### src/rtl/integer_wb.sv
// integer_wb: writeback stage for the integer unit.
// Tracks the instruction issued last cycle, writes its selected result into
// the integer register file one cycle later, keeps the CF/OF/ZF flag
// registers and evaluates branch conditions from them.
// Optional feature macro: INTEGER_FWD_EN -- forwards the in-flight result to
// the read port; when undefined a busy output flags the read hazard instead.
module integer_wb #(
  parameter int WIDTH  = 16,
  parameter int N_REGS = 16
) (
  input  logic             CLK,
  input  logic             RESET_N,
  input  logic             en,
  input  logic [3:0]       wr_addr,
  input  logic             wr_flags,
  input  logic             flag_cf,
  input  logic             flag_of,
  input  logic             flag_zf,
  input  logic [1:0]       dout_select,
  input  logic [WIDTH-1:0] dout1,
  input  logic [WIDTH-1:0] dout2,
  input  logic [WIDTH-1:0] dout3,
  input  logic [3:0]       rd_addr,
  output logic [WIDTH-1:0] rd_data,
  input  logic [2:0]       cond,
  output logic             cond_true,
  output logic             wb_valid,
  output logic [3:0]       wb_addr
`ifndef INTEGER_FWD_EN
  ,
  output logic             busy
`endif
);

  logic             pend_valid;
  logic [3:0]       pend_addr;
  logic             cf_q;
  logic             of_q;
  logic             zf_q;
  logic [WIDTH-1:0] result;
  logic [WIDTH-1:0] reg_rd;
  logic             wr_in_range;
  logic             rd_in_range;
  logic [WIDTH-1:0] regs [N_REGS];

  // Pending-writeback tracker: remembers whether last cycle issued and where to
  assign wr_in_range = int'(pend_addr) < N_REGS;
  assign rd_in_range = int'(rd_addr) < N_REGS;

  always_ff @(posedge CLK or negedge RESET_N) begin
    if (!RESET_N) begin
      pend_valid <= 1'b0;
      pend_addr  <= '0;
    end else begin
      pend_valid <= en;
      if (en) pend_addr <= wr_addr;
    end
  end

  // Flag registers: captured only by issues that update flags
  always_ff @(posedge CLK or negedge RESET_N) begin
    if (!RESET_N) begin
      cf_q <= 1'b0;
      of_q <= 1'b0;
      zf_q <= 1'b0;
    end else if (en && wr_flags) begin
      cf_q <= flag_cf;
      of_q <= flag_of;
      zf_q <= flag_zf;
    end
  end

  // Result mux from the integer unit's registered outputs
  always_comb begin
    result = '0;
    case (dout_select)
      2'd1:    result = dout1;
      2'd2:    result = dout2;
      2'd3:    result = dout3;
      default: result = '0;
    endcase
  end

  // A stale selector without a pending issue never produces a writeback
  assign wb_valid = pend_valid & (dout_select != 2'd0);
  assign wb_addr  = pend_addr;

  // Register file: not reset; reset discards the pending write via pend_valid
  always_ff @(posedge CLK) begin
    if (wb_valid && wr_in_range) regs[pend_addr] <= result;
  end

  // Asynchronous read port; out-of-range addresses read zero
  always_comb begin
    reg_rd = '0;
    if (rd_in_range) reg_rd = regs[rd_addr];
  end

`ifdef INTEGER_FWD_EN
  // Read port with bypass of the result being written this cycle
  always_comb begin
    rd_data = reg_rd;
    if (wb_valid && rd_in_range && (rd_addr == pend_addr)) rd_data = result;
  end
`else
  // Read port from the register file only; hazard reported through busy
  always_comb begin
    rd_data = reg_rd;
  end
  assign busy = wb_valid & (rd_addr == pend_addr);
`endif

  // Branch condition evaluation from the flag registers
  always_comb begin
    cond_true = 1'b0;
    case (cond)
      3'd0:    cond_true = 1'b1;
      3'd1:    cond_true = cf_q;
      3'd2:    cond_true = ~cf_q;
      3'd3:    cond_true = zf_q;
      3'd4:    cond_true = ~zf_q;
      3'd5:    cond_true = of_q;
      3'd6:    cond_true = ~of_q;
      default: cond_true = 1'b0;
    endcase
  end

endmodule

### config.mk
export PLATFORM = sky130hd
export DESIGN_NAME = integer_wb
export DESIGN_NICKNAME = d
export VERILOG_FILES = /design/src/rtl/integer_wb.sv
export SDC_FILE = /design/constraint.sdc
export NUM_CORES = 1
export LEC_CHECK = 0
export ABC_AREA = 1
export CORE_ASPECT_RATIO = 1.2
export CORE_MARGIN = 2
export CORE_UTILIZATION = 55
export DETAILED_ROUTE_END_ITERATION = 8
export GPL_TIMING_DRIVEN = 1
export PLACE_DENSITY = 0.74
export SLEW_MARGIN = 20
export SYNTH_ARGS = -nofsm -noshare
export SYNTH_HDL_FRONTEND = slang
export SYNTH_SLANG_ARGS = --single-unit
### constraint.sdc
create_clock -name CLK -period 2 [get_ports CLK]
set_input_delay 0.6 -clock CLK [delete_from_list [all_inputs] [get_ports CLK]]
set_output_delay 0.6 -clock CLK [all_outputs]
set_load 0.05 [all_outputs]
-- After elaboration in Yosys (flattened, before gate mapping)
Memories as Yosys holds them, arrays and structs flattened.
Cells that the tools add are included.
- register bits after elaboration: 8
- memory bits (writable): 256
- input port bits: 68
- output and inout bits: 23
- logic and storage cells: 28
- memories: 1
- memories (name ; words ; width ; rd ports ; clocked after memory_dff ; write ports ; line ; text):
    regs ; 16 ; 16 ; 1 ; 0 ; 1 ; 44 ; logic [WIDTH-1:0] regs [N_REGS];
- eq/ne operators: 10
- multiplexer cells: 4
- bitwise logic cells: 5
- reduce and logical (&&, ||, !) cells: 3
- operators by type and width (operator ; count):
    case mux 16 bit (3 select lines) ; 1
    equality test 3 bit, second input constant ; 3
    case mux 1 bit (7 select lines) ; 1
    equality test 3 x 2 -> 1 bit, second input constant ; 2
    equality test 2 bit, second input constant ; 2
    equality test 4 bit ; 1
    equality test 3 x 1 -> 1 bit, second input constant ; 1
    logical NOT 3 bit ; 1
    inverter 1 bit ; 3
    bitwise AND 1 bit ; 2
    equality test 2 x 1 -> 1 bit, second input constant ; 1
    2-to-1 mux 1 bit ; 2
    nonzero test 2 bit ; 1
    logical AND 1 bit ; 1

-- Longest topological paths before layout
- word-level depth: 4
- gate-level depth with buffers: 9
- gate-level depth less buffers: 7

-- Worst setup path after synthesis
OpenSTA, ideal clock, no wires.
- path type: input -> output
- start: input rd_addr[3]
- end: output busy
- arrival time: 2182 ps
- data required time: 1400 ps
- setup slack: -782 ps
- cell stages on the path: 5
- path buffers: 1
- cells stage by stage: buf_2 -> clkinv_1 -> nand2_1 -> nand4_1 -> nor3_1
- longest elaborated chain between the ends: 2
- ends and longest elaborated chain (item ; line ; text):
    start: declaration ; 23 ; input logic [3:0] rd_addr,
    equality test 4 bit ; 110 ; assign busy = wb_valid & (rd_addr == pend_addr);
    bitwise AND 1 bit ; 110 ;
    end: declaration ; 31 ; output logic busy
Every way passes these cells.

-- Worst setup path after layout
- start: input rd_addr[0]
- end: output rd_data[8]
- longest elaborated chain between the ends: 1
- ends and longest elaborated chain (item ; line ; text):
    memory read (16 x 16 bit) ; n/a ;
    end: declaration ; 24 ; output logic [WIDTH-1:0] rd_data,
Every way passes these cells.

==> results.ini <==
[yosys]
netlist_area_um2=11700
netlist_instances=1181
synth_cell_types=20
yosys_warnings=0
syn_area_per_cell_um2=9.94
synth_top_area_cell=edfxtp_1
syn-num-nets=1249
synth_seq_area_share_pct=67.2
synth_top_area_share_pct=65.5
yosys-top-cells-area=edfxtp_1, nand2_1, nand3_1, inv_1, dfrtp_1
synth_seq_cells=264

[power_and_ir_drop]
power_density_nw_per_um2=799
leakage_uw=0.00697
vdd_drop_max_mv=0.741
totalPowerFinal_uw=13000

[placed_design]
post-dp-hpwl_um=19800
place_congestion=0.906
dp_slack_ps=-559
io_buffers=90

[floorplan]
initial_core_util_pct=56.0
coreArea_um2=21000
die_h_um=164
rows=58
die_w_um=137
ioPinCount=91
dieArea_um2=22500

[timing]
setup_viol_count_final=18
relSlewSlack_pct=68.5
skew_ps=15.0
slew_viol_final=0
timing.final.hold_violations=0
setup_slack_ps=-312
timing_worst_slew_pin_value_ps=472
period_needed_ps=2310
clock.fmax_ghz=0.433
rsz0062_at_grt=true
fin_crit_sh_pct=116

[layout]
seqCellArea_um2=7890
final_cell_mix=nand2_1, edfxtp_1, inv_1
mostFrequentLayoutCell=nand2_1
final_layout_size_suffix_gt1_share_pct=23.6
fillCellCount=1222
diodes=0
area_delta_synth_final_pct=38.7
nets=1419
multi_input_area_um2=3510

[clock_network]
cts_buffers=25
clock-sinks=264
clk_latency_ps=530
clk_pin_slew_worst_paths_ps=70
cts_tree=built
root_buffer=clkbuf_16
htreeDepth=1
cts_buffer_depth=3
postCtsHoldBufs=0

[run_status]
status=finished, violations left
violations=negative setup slack

[global_routing]
grt_pass1_vias=9491
grt_usage_pct=30.1
antenna_found_initial=0
grt_max_degree=35
grt_pass1_wl_um=50500
overflow=0

[worst_setup_path]
end_kind=output port
slowest_stage=buf_16
arrival_ps=1710
cp.required_ps=1400
critPathMaxFanout=8
critPathKind=input port to output port
cp_top_family=buffers and inverters
timing.critical_path.buf_inv=4
cpPeakStageDelay_ps=160
crit_chain=buf_12 > buf_16 > buf_12 > nand2_1 > nand2_1 > nand2_1 > nand3_2 > nand3_2 > nand2_4 > buf_12
crit_path_start_kind=input port

[hold_path]
holdCritPathClass=input port to asynchronous set/reset pin

[route]
firstDrtPassIters=5
wl_um=34900
vias_per_cell=5.69
drtIter0Drc=1051
drc_errors=0
ant_nets=0
vias=9336
wl_per_cell_um=21.3

[flow_run]
cap_viol_max_count=0

per-layer routing:
metal  global-route usage, %  share of wire [%]  vias up
met5                       0                  0        -
met4                    14.6                4.4        0
met3                    4.60                9.0      126
met2                    53.9                 53      611
met1                    35.2                 34     4421
li1                        -                  -     4178
timing repair:
item | CTS | global route
endpoints found under the setup margin | 19 | 19
resized for setup | 126 | 21
cloned | 7 | 9
pin swaps | 57 | 18
setup buffers | 8 | 0
layout make-up:
class,instances,area share [%]
clock buffer,28,3.91
sequential,264,48.5
clock inverter,18,1.11
timing repair buffer,202,17.9
multi-input combinational,651,21.6
inverter,207,4.97
tap,270,2.08
state kept, by name (all words and copies together), names as in the netlist:
register,flops
cf_q,1
wb_addr,4
of_q,1
pend_valid,1
zf_q,1
regs,256
power breakdown:
part | switching, uW | total, uW | leakage (uW) | internal (uW)
Clock | 2030 | 4730 | 0.000394 | 2700
Sequential | 41.3 | 6280 | 0.00243 | 6240
Combinational | 1130 | 1990 | 0.00415 | 860
logic make-up after synthesis:
logic type	after synthesis	synth area share [%]
AND/OR/NAND/NOR	641	23.1
buffers and inverters	266	9.11
flip-flops	264	67.2
AO/OA/AOI/OAI	7	0.341
multiplexers	3	0.288
cell usage after synthesis:
master     number
nand4_1         3
nand3_1       230
inv_2           2
buf_4           5
mux2_2          3
o21ai_0         5
nor2_1         16
or2_2           1
buf_1           6
nand2_1       390
clkinv_1        1
clkbuf_1       12
buf_6           1
o2111ai_1       1
buf_2          35
inv_1         204
dfrtp_1         8
edfxtp_1      256
o22ai_1         1
nor3_1          1
final timing paths:
check	start	end	slack (ps)	cells after the start
setup / recovery	rd_addr[0]	rd_data[8]	-310	10
hold / removal	RESET_N	of_q$_DFFE_PN0P_	340	1
setup reg to reg	pend_valid$_DFF_PN0_	regs[5][15]$_DFFE_PP_	280	6
hold reg to reg	zf_q$_DFFE_PN0P_	zf_q$_DFFE_PN0P_	550	1
max in group asynchronous	RESET_N	wb_addr[3]$_DFFE_PN0P_	1360	1
min in group CLK	zf_q$_DFFE_PN0P_	zf_q$_DFFE_PN0P_	550	1
metrics by stage:
step                      utilization (%)  TNS, ps  hold slack, ps  instances  cell area (um^2)
after floorplan                         -     -325             304       1181             12200
after global placement               68.9  -172490             531       1570             14400
after detailed placement             68.9  -178510             535       1570             14400
after CTS                            76.2    -3790             347       1631             16000
after global routing                 77.6    -5390             369       1640             16300
final                                77.6    -4720             341       1640             16300
No activity file was read; power rests on OpenSTA's default activity.
